## config.mk

```make
export PLATFORM = sky130hd
export DESIGN_NAME = alu_hs_pipe
export DESIGN_NICKNAME = d
export VERILOG_FILES = /design/src/rtl/alu_hs_pipe.sv
export SDC_FILE = /design/constraint.sdc
export NUM_CORES = 1
export LEC_CHECK = 0
export CORE_ASPECT_RATIO = 1.75
export CORE_MARGIN = 10
export CORE_UTILIZATION = 40
export DETAILED_ROUTE_END_ITERATION = 6
export PLACE_DENSITY_LB_ADDON = 0.12
export SKIP_LAST_GASP = 1
export SYNTH_ARGS = -nofsm -noshare
export SYNTH_HDL_FRONTEND = slang
export SYNTH_SLANG_ARGS = --single-unit
export TNS_END_PERCENT = 5
```

## constraint.sdc

```tcl
create_clock -name clk -period 5.01 [get_ports clk]
set_input_delay 1.002 -clock clk [delete_from_list [all_inputs] [get_ports clk]]
set_output_delay 1.002 -clock clk [all_outputs]
set_load 0.01 [all_outputs]
```

## src/rtl/alu_hs_pipe.sv

```systemverilog
// rtl/alu_hs_pipe.sv - parametrised ALU with valid/ready handshake and iterative multiply
//
// Purpose: one-cycle ADD/SUB/AND/OR/XOR/NOT/SLA/SRA/SRL and a WIDTH-cycle
// shift-add MUL. Each result is held until the consumer accepts it.
// Optional feature macro: ALU_FLAGS_EN (adds the flags port and flag logic).
//
// Ports:
//   clk, rst             clock, synchronous active-high reset
//   in_valid / in_ready  operand bundle handshake (a, b, shamt, funct)
//   out_valid / out_ready result handshake (res, err[, flags])
//   funct                0 ADD 1 SUB 2 AND 3 OR 4 XOR 5 NOT 6 SLA 7 SRA 8 SRL 9 MUL
//   err                  funct > 9
//   flags                {ovf, carry, neg, zero} (ALU_FLAGS_EN only)

module alu_hs_pipe #(
  parameter  int WIDTH = 32,
  localparam int SHW   = $clog2(WIDTH)
) (
  input  logic             clk,
  input  logic             rst,
  input  logic             in_valid,
  output logic             in_ready,
  input  logic [WIDTH-1:0] a,
  input  logic [WIDTH-1:0] b,
  input  logic [SHW-1:0]   shamt,
  input  logic [5:0]       funct,
  output logic             out_valid,
  input  logic             out_ready,
  output logic [WIDTH-1:0] res,
  output logic             err
`ifdef ALU_FLAGS_EN
  ,
  output logic [3:0]       flags
`endif
);

  typedef enum logic [1:0] {IDLE, BUSY, DONE} state_e;

  state_e           state_q, state_d;
  logic [WIDTH-1:0] res_q, res_d;
  logic             err_q, err_d;
  logic [WIDTH-1:0] mcand_q, mcand_d;
  logic [WIDTH-1:0] mplier_q, mplier_d;
  logic [WIDTH-1:0] acc_q, acc_d;
  logic [SHW-1:0]   cnt_q, cnt_d;

  logic             accept;
  logic             is_mul;
  logic [WIDTH:0]   add_full;
  logic [WIDTH:0]   sub_full;
  logic [WIDTH-1:0] alu_res;
  logic             alu_err;
  logic [WIDTH-1:0] mul_sum;

  assign in_ready  = (state_q == IDLE) || ((state_q == DONE) && out_ready);
  assign accept    = in_valid && in_ready;
  assign is_mul    = (funct == 6'd9);
  assign out_valid = (state_q == DONE);
  assign res       = res_q;
  assign err       = err_q;

  // Top bit of sub_full is the borrow, i.e. a < b unsigned.
  assign add_full = {1'b0, a} + {1'b0, b};
  assign sub_full = {1'b0, a} - {1'b0, b};

  // One shift-add step: the multiplicand walks left while the multiplier
  // walks right, so bit 0 of the multiplier always selects the partial product.
  assign mul_sum = acc_q + (mplier_q[0] ? mcand_q : '0);

  always_comb begin
    alu_res = '0;
    alu_err = 1'b0;
    unique case (funct)
      6'd0:    alu_res = add_full[WIDTH-1:0];
      6'd1:    alu_res = sub_full[WIDTH-1:0];
      6'd2:    alu_res = a & b;
      6'd3:    alu_res = a | b;
      6'd4:    alu_res = a ^ b;
      6'd5:    alu_res = ~a;
      6'd6:    alu_res = a << shamt;
      6'd7:    alu_res = $unsigned($signed(a) >>> shamt);
      6'd8:    alu_res = a >> shamt;
      6'd9:    alu_res = '0;  // produced by the iterative path
      default: alu_err = 1'b1;
    endcase
  end

`ifdef ALU_FLAGS_EN
  logic [3:0] flags_q, flags_d;
  logic [3:0] alu_flags;
  logic       alu_ovf;
  logic       alu_carry;

  assign flags = flags_q;

  always_comb begin
    alu_ovf   = 1'b0;
    alu_carry = 1'b0;
    if (funct == 6'd0) begin
      alu_carry = add_full[WIDTH];
      alu_ovf   = (a[WIDTH-1] == b[WIDTH-1]) && (add_full[WIDTH-1] != a[WIDTH-1]);
    end else if (funct == 6'd1) begin
      alu_carry = sub_full[WIDTH];
      alu_ovf   = (a[WIDTH-1] != b[WIDTH-1]) && (sub_full[WIDTH-1] != a[WIDTH-1]);
    end
    alu_flags = {alu_ovf, alu_carry, alu_res[WIDTH-1], (alu_res == '0)};
  end
`endif

  always_comb begin
    state_d  = state_q;
    res_d    = res_q;
    err_d    = err_q;
    mcand_d  = mcand_q;
    mplier_d = mplier_q;
    acc_d    = acc_q;
    cnt_d    = cnt_q;
`ifdef ALU_FLAGS_EN
    flags_d  = flags_q;
`endif
    unique case (state_q)
      IDLE, DONE: begin
        if ((state_q == DONE) && out_ready && !in_valid) begin
          state_d = IDLE;
        end
        if (accept) begin
          if (is_mul) begin
            state_d  = BUSY;
            mcand_d  = a;
            mplier_d = b;
            acc_d    = '0;
            cnt_d    = '0;
          end else begin
            state_d = DONE;
            res_d   = alu_res;
            err_d   = alu_err;
`ifdef ALU_FLAGS_EN
            flags_d = alu_flags;
`endif
          end
        end
      end
      BUSY: begin
        acc_d    = mul_sum;
        mcand_d  = mcand_q << 1;
        mplier_d = mplier_q >> 1;
        cnt_d    = cnt_q + SHW'(1);
        if (cnt_q == SHW'(WIDTH - 1)) begin
          state_d = DONE;
          res_d   = mul_sum;
          err_d   = 1'b0;
`ifdef ALU_FLAGS_EN
          flags_d = {2'b00, mul_sum[WIDTH-1], (mul_sum == '0)};
`endif
        end
      end
      default: state_d = IDLE;
    endcase
  end

  always_ff @(posedge clk) begin
    if (rst) begin
      state_q  <= IDLE;
      res_q    <= '0;
      err_q    <= 1'b0;
      mcand_q  <= '0;
      mplier_q <= '0;
      acc_q    <= '0;
      cnt_q    <= '0;
`ifdef ALU_FLAGS_EN
      flags_q  <= '0;
`endif
    end else begin
      state_q  <= state_d;
      res_q    <= res_d;
      err_q    <= err_d;
      mcand_q  <= mcand_d;
      mplier_q <= mplier_d;
      acc_q    <= acc_d;
      cnt_q    <= cnt_d;
`ifdef ALU_FLAGS_EN
      flags_q  <= flags_d;
`endif
    end
  end

endmodule

```

==> flow_metrics.env, run 1 <==
export IMPL_ff2ff_setup_slack_ns=1.05
export IMPL_worst_setup_path_type="primary input to register"
export IMPL_p_sw_share_pct=35.7
export IMPL_cts_resized=0
export IMPL_dp_cells=2823
export IMPL_synthesis_nets=2376
export IMPL_outcome="finished, final reports clean"
export IMPL_synth_ff_latch_count=136
export IMPL_vias=17700
export IMPL_r2r_end="res[31]"
export IMPL_ctsHoldBuffers=0
export IMPL_avgViaCountPerCell=6.20
export IMPL_finClkSkew_ns=0.0247
export IMPL_cp_required_ns=5.29
export IMPL_synthCells=2166
export IMPL_grt_max_degree=98
export IMPL_cp_arrival_ns=5.21
export IMPL_min_from="err"
export IMPL_hpwl_um=60300
export IMPL_drc=0
export IMPL_grt_total_usage_pct=30.6
export IMPL_cap_violations=0
export IMPL_p_comb_share_pct=34.1
export IMPL_path_clk_slew_ns=0.06
export IMPL_max_slew_margin_rel_pct=33.0
export IMPL_clockPowerShare_pct=35.0
export IMPL_synth_seq_area_share_pct=17.4
export IMPL_syn_to_final_growth_pct=22.4
export IMPL_fp_dieW_um=169
export IMPL_intPower_w=0.00234
export IMPL_path_buf_inv=4
export IMPL_yosysWarnings=0
export IMPL_hold_violations=0
export IMPL_stdcell_count=2854
export IMPL_ant_nets=0
export IMPL_grt_first_pass_wirelength_um=111000
export IMPL_setup_violations=0
export IMPL_startpoint_type="primary input"
export IMPL_ys_top_cells_by_area="dfxtp_1 17%, ha_1 10%, nand2_1 7.8%"
export IMPL_setup_worst_path_start="funct[5]"
export IMPL_maxSlewViolCount=0
export IMPL_wirelength_um=75400
export IMPL_cts_tree="done"
export IMPL_post_cts_buffers=0
export IMPL_rsz0062_at_grt="true"
export IMPL_post_drt_wl_per_cell_um=26.4
export IMPL_mostFrequentLayoutCells="323 x nand2_1, 253 x nor2_1, 238 x buf_4"
export IMPL_cpMaxStageDelayCell="o41ai_1"
export IMPL_firstDrtPassIters=5
export IMPL_mappedNetlistArea_um2=15600
export IMPL_gr_total_overflow=0
export IMPL_postSynthAreaPerCell_um2=7.21
export IMPL_drive_gt1_share_pct=15.6
export IMPL_power_w=0.00364
export IMPL_hp_class="register to register"
export IMPL_crit_top_cell="buf_4"
export IMPL_endpoint="res[14]"
export IMPL_cts_sinks=136
export IMPL_crit_fanout=9
export IMPL_power_density_nw_per_um2=190
export IMPL_grt_pass1_vias=17300
export IMPL_drt_iter0_drc=1359
export IMPL_antenna_found_initial=0
export IMPL_seqPwrFrac_pct=30.8
export IMPL_final_nets=2567
export IMPL_num_io_pins=114
export IMPL_slowest_delay_ns=0.79
export IMPL_gp_congestion=1.09
export IMPL_ys_async_sr_fraction_pct=0
export IMPL_tightest_slew_ns=0.994
export IMPL_synth_edf_count=0
export IMPL_vdd_ir_drop_max_uv=148
export IMPL_period_needed_ns=4.93
export IMPL_fin_crit_sh_pct=98.5
export IMPL_leakagePower_nw=7.84
export IMPL_max_freq_mhz=203
export IMPL_io_buffers=113
export IMPL_yosys_area_top_type="dfxtp_1"
export IMPL_whs_ns=0.454
export IMPL_die_height_um=281
export IMPL_core_um2=38500
export IMPL_die_area_um2=47600
export IMPL_cp_num_cells=19
export IMPL_path_delay_family="compound AO/OA/AOI/OAI gates"
export IMPL_power_switching_w=0.00130
export IMPL_r2r_start="mplier_q[0]"
export IMPL_synth_top_area_share_pct=17.4
export IMPL_worstPathCellList="clkdlybuf4s50_1, nor4_2, buf_4, nand2b_1, nor2_1, buf_4, a41oi_1, xnor2_1, ha_1, a21o_1, or3_1, o211ai_1, buf_4, nand3b_1, nand2_1, mux2i_1, nor2_1, o41ai_1, a211oi_1"
export IMPL_cts_made_buffers=17
export IMPL_initial_core_util_pct=40.5
export IMPL_htreeDepth=4
export IMPL_num_rows=95
export IMPL_ys_types=85
export IMPL_synthFlopType="dfxtp_1"
export IMPL_mostFrequentLayoutCell="nand2_1"
export IMPL_root_buffer="clkbuf_16"
export IMPL_cts_max_path_buffers=2
export IMPL_worstSetupEndpointType="register"
export IMPL_clk_latency_ns=0.45
export IMPL_worstRegToRegCells=13
export IMPL_diodes=0
[worst min-delay path by stage]
| stage | to | slack (ns) | cells past startpoint |
|---|---|---|---|
| after floorplan | acc_q[10] | 0.44 | 2 |
| after global placement | err | 0.44 | 2 |
| after detailed placement | err | 0.45 | 2 |
| after CTS | err | 0.45 | 2 |
| after global routing | err | 0.47 | 2 |
| final | err | 0.45 | 2 |
[per-layer routing]
| layer | part of all wire [%] | wire length (µm) | vias to the layer above | global-route usage (%) |
|---|---|---|---|---|
| met3 | 5.2 | 3880 | 224 | 4.08 |
| li1 | - | - | 8284 | - |
| met2 | 49 | 36800 | 698 | 52.3 |
| met4 | 9.9 | 7460 | 0 | 26.7 |
| met5 | 0 | 0 | - | 0 |
| met1 | 36 | 27200 | 8478 | 32.4 |
[cell usage after synthesis, drive strengths merged, types with 11 or more instances]
master,number
nand2,323
nor2,258
a21oi,168
clkbuf,148
dfxtp,136
ha,129
o21ai,127
inv,80
a311oi,75
nor3,50
xnor2,49
mux4,48
a211oi,44
and2,43
mux2i,38
nand3,38
buf,33
o22ai,27
o211ai,23
a31oi,22
xor2,21
a21o,18
mux2,18
nand2b,17
nor4,16
a22oi,15
o221ai,15
and3,14
o31ai,12
nand4,11
nor2b,11
o21a,11
[metrics by stage]
step | TNS, ns | cell area, µm² | worst slack [ns] | util (%)
6_report | 0 | 19100 | 0.0775 | 49.6
5_1_grt | -0.205 | 19100 | -0.0736 | 49.6
4_1_cts | 0 | 19100 | 0.167 | 49.6
3_5_place_dp | -1.43 | 18500 | -0.272 | 48.1
3_3_place_gp | -1.26 | 18500 | -0.300 | 48.1
2_1_floorplan | 0 | 15600 | 0.368 | -
[flip-flops by register name, summed over array words and instances (netlist names)]
register,cells
mplier_q,32
state_q,2
acc_q,32
cnt_q,5
mcand_q,32
res,32
err,1
[final cells by class]
type / count / area (µm²)
Clock buffer: 18 / 439
Tap cell: 485 / 607
Sequential cell: 136 / 2720
Timing Repair Buffer: 353 / 2970
Multi-Input combinational cell: 1768 / 11900
Fill cell: 3934 / 19400
Clock inverter: 13 / 138
Inverter: 81 / 304
[cells by family (layout without fill, tap and decap cells)]
family          after synthesis  in the layout  share of synthesized area, %
flops                       136            136                          17.4
xor+xnor                     70             70                          3.93
compound gates              638            638                          27.0
mux                         104            104                          10.7
simple gates                825            825                          23.6
fa+ha+maj                   131            131                          10.6
buf+inv                     262            465                          6.65
[power groups by stage]
stage	Combinational, W	Sequential, W	Clock, W
2_1_floorplan	0.000643	0.00115	0
3_3_place_gp	0.00122	0.00115	0
3_5_place_dp	0.00121	0.00115	0
4_1_cts	0.00122	0.00112	0.00129
5_1_grt	0.00133	0.00112	0.00133
6_report	0.00124	0.00112	0.00127
[worst min-delay path: cells and delay by family (launching register included)]
family          cells  cell delay, ns
flops               1            0.31
simple gates        1            0.05
compound gates      1            0.05
(Power assumes the default switching activity.)
==> run 2: changes to the inputs <==
--- a/config.mk
+++ b/config.mk
@@ -5,12 +5,11 @@
 export SDC_FILE = /design/constraint.sdc
 export NUM_CORES = 1
 export LEC_CHECK = 0
-export CORE_ASPECT_RATIO = 1.75
 export CORE_MARGIN = 10
 export CORE_UTILIZATION = 40
 export DETAILED_ROUTE_END_ITERATION = 6
 export PLACE_DENSITY_LB_ADDON = 0.12
-export SKIP_LAST_GASP = 1
+export SLEW_MARGIN = 20
 export SYNTH_ARGS = -nofsm -noshare
 export SYNTH_HDL_FRONTEND = slang
 export SYNTH_SLANG_ARGS = --single-unit
==> run 2 against run 1 <==
Against the previous run: cell area fell by 1.4%; critical path depth is 1 lower; clock skew decreased by 0.0083 ns; cell count shrank 0.25%; register-to-register slack better by 0.19 ns; count of clock-buffer cells in the layout grew 2; first-iteration DRC count rose by 19%; flip-flop and latch count is the same.
==> flow_metrics.env, run 2 (same netlist as run 1, synthesis figures left out) <==
export IMPL_die_height_um=218
export IMPL_period_needed_ns=4.76
export IMPL_max_slew_margin_rel_pct=39.8
export IMPL_leakagePower_nw=7.63
export IMPL_cts_sinks=136
export IMPL_hpwl_um=54200
export IMPL_gp_congestion=1.03
export IMPL_mostFrequentLayoutCells="323 x nand2_1, 252 x nor2_1, 200 x buf_4"
export IMPL_antenna_found_initial=1
export IMPL_clockPowerShare_pct=36.2
export IMPL_clk_latency_ns=0.46
export IMPL_r2r_end="res[30]"
export IMPL_cts_made_buffers=17
export IMPL_drive_gt1_share_pct=14.0
export IMPL_tightest_slew_ns=0.903
export IMPL_fin_tns_setup_ns=0
export IMPL_ctsHoldBuffers=0
export IMPL_htreeDepth=4
export IMPL_cts_tree="done"
export IMPL_syn_to_final_growth_pct=20.7
export IMPL_grt_total_usage_pct=28.7
export IMPL_hold_violations=0
export IMPL_p_sw_share_pct=33.8
export IMPL_cts_max_path_buffers=2
export IMPL_hp_class="register to register"
export IMPL_worstSetupEndpointType="register"
export IMPL_vias=17400
export IMPL_cap_violations=0
export IMPL_drc=0
export IMPL_post_drt_wl_per_cell_um=24.4
export IMPL_post_dp_cell_area_um2=18200
export IMPL_max_freq_mhz=210
export IMPL_root_buffer="clkbuf_16"
export IMPL_diodes=0
export IMPL_crit_fanout=7
export IMPL_path_clk_slew_ns=0.06
export IMPL_seqPwrFrac_pct=30.9
export IMPL_maxSlewViolCount=0
export IMPL_r2r_start="mplier_q[0]"
export IMPL_fp_dieW_um=218
export IMPL_wirelength_um=69600
export IMPL_fillers=3928
export IMPL_avgViaCountPerCell=6.12
export IMPL_io_buffers=113
export IMPL_drt_iter0_drc=1623
export IMPL_core_um2=38600
export IMPL_multi_input_area_um2=11900
export IMPL_final_nets=2527
export IMPL_cp_required_ns=5.34
export IMPL_num_rows=72
export IMPL_pre_cts_slack_ns=-0.178
export IMPL_die_area_um2=47300
export IMPL_gr_total_overflow=0
export IMPL_cp_arrival_ns=5.09
export IMPL_postLayoutCellArea_um2=18800
export IMPL_initial_core_util_pct=40.4
export IMPL_grt_first_pass_wirelength_um=104000
export IMPL_vdd_ir_drop_max_uv=222
export IMPL_ff2ff_setup_slack_ns=1.24
export IMPL_ant_nets=0
export IMPL_num_io_pins=114
export IMPL_startpoint_type="primary input"
export IMPL_worst_slack_ns=0.251
export IMPL_power_switching_w=0.00123
export IMPL_grt_pass1_vias=16800
export IMPL_endpoint="res[11]"
export IMPL_setup_violations=0
export IMPL_finClkSkew_ns=0.0164
export IMPL_firstDrtPassIters=6
export IMPL_fin_crit_sh_pct=95.0
export IMPL_worst_setup_path_type="primary input to register"
export IMPL_outcome="finished, final reports clean"
export IMPL_power_density_nw_per_um2=193
export IMPL_mostFrequentLayoutCell="nand2_1"
export IMPL_worstRegToRegCells=12
export IMPL_grt_max_degree=92
export IMPL_rsz0062_at_grt="false"
export IMPL_intPower_w=0.00240
export IMPL_setup_worst_path_start="funct[5]"
export IMPL_p_comb_share_pct=32.8
export IMPL_seqCellArea_um2=2720
==> run 2: cell types whose count changed in the layout (fill, tap and decap cells not counted), moves of 2 or more <==
cell,delta
inv_6,-4
bufinv_16,+2
buf_12,-2
inv_8,-3
clkbuf_1,+2
clkinvlp_4,+2
buf_4,-38
==> run 2: worst min-delay path by stage <==
stage                      endpoint  cells after the start  slack (ns)  startpoint
after floorplan           acc_q[10]                      2        0.44   acc_q[10]
after CTS                 acc_q[26]                      2        0.46   acc_q[26]
final                     acc_q[10]                      2        0.46   acc_q[10]
after global placement          err                      2        0.44         err
after detailed placement  acc_q[26]                      2        0.45   acc_q[26]
after global routing      acc_q[15]                      2        0.48   acc_q[15]
==> run 2: layer usage <==
layer  wire, µm  global-route usage (%)
met1      29800                    36.9
met4       3170                    13.4
met2      30700                    44.6
met5          0                       0
met3       5850                    6.59
==> run 2: power groups by stage <==
stage	logic, W	clock network (W)	registers (W)
3_5_place_dp	0.00116	0	0.00115
2_1_floorplan	0.000643	0	0.00115
4_1_cts	0.00117	0.00134	0.00112
5_1_grt	0.00128	0.00137	0.00112
3_3_place_gp	0.00116	0	0.00115
6_report	0.00119	0.00132	0.00112
==> run 2: cell type report <==
| class | instances | area share [%] |
|---|---|---|
| Inverter | 81 | 1.61 |
| Multi-Input combinational cell | 1768 | 63.2 |
| Clock buffer | 20 | 2.37 |
| Sequential cell | 136 | 14.5 |
| Timing Repair Buffer | 313 | 14.1 |
| Clock inverter | 11 | 0.791 |
| Tap cell | 518 | 3.44 |
==> run 2: stage by stage <==
stage	utilization (%)	power, W	std cells	hold WS [ns]
finish	48.7	0.00363	2847	0.460
global route	48.7	0.00378	2847	0.481
global placement	47.2	0.00231	2816	0.440
CTS	48.7	0.00363	2847	0.462
detailed placement	47.2	0.00231	2816	0.454
floorplan	-	0.00179	2166	0.441
==> run 2: repair_timing <==
item | CTS | global route
setup endpoints to repair | 0 | 3
gates resized for setup | 0 | 2
setup buffers | 0 | 0
==> run 2: critical path, cell delays in order <==
cell and delay (ns):
clkdlybuf4s50_1 0.45, nor4_2 0.30, buf_4 0.19, and2b_1 0.15
nand2_1 0.10, buf_12 0.17, o21ai_0 0.25, inv_1 0.08
ha_1 0.28, nor2b_1 0.14, o31a_1 0.30, o2111a_1 0.30
nor2_1 0.12, xor2_1 0.15, nor2_1 0.05, o41ai_1 0.76
buf_4 0.22, a211oi_1 0.06
==> run 3: changes to the inputs <==
--- a/config.mk
+++ b/config.mk
@@ -8,6 +8,7 @@
 export CORE_MARGIN = 10
 export CORE_UTILIZATION = 40
 export DETAILED_ROUTE_END_ITERATION = 6
+export HOLD_SLACK_MARGIN = 0.08
 export PLACE_DENSITY_LB_ADDON = 0.12
 export SLEW_MARGIN = 20
 export SYNTH_ARGS = -nofsm -noshare
==> results of run 3 <==
No change in the layout: final DEF, timing and power equal those of run 2.
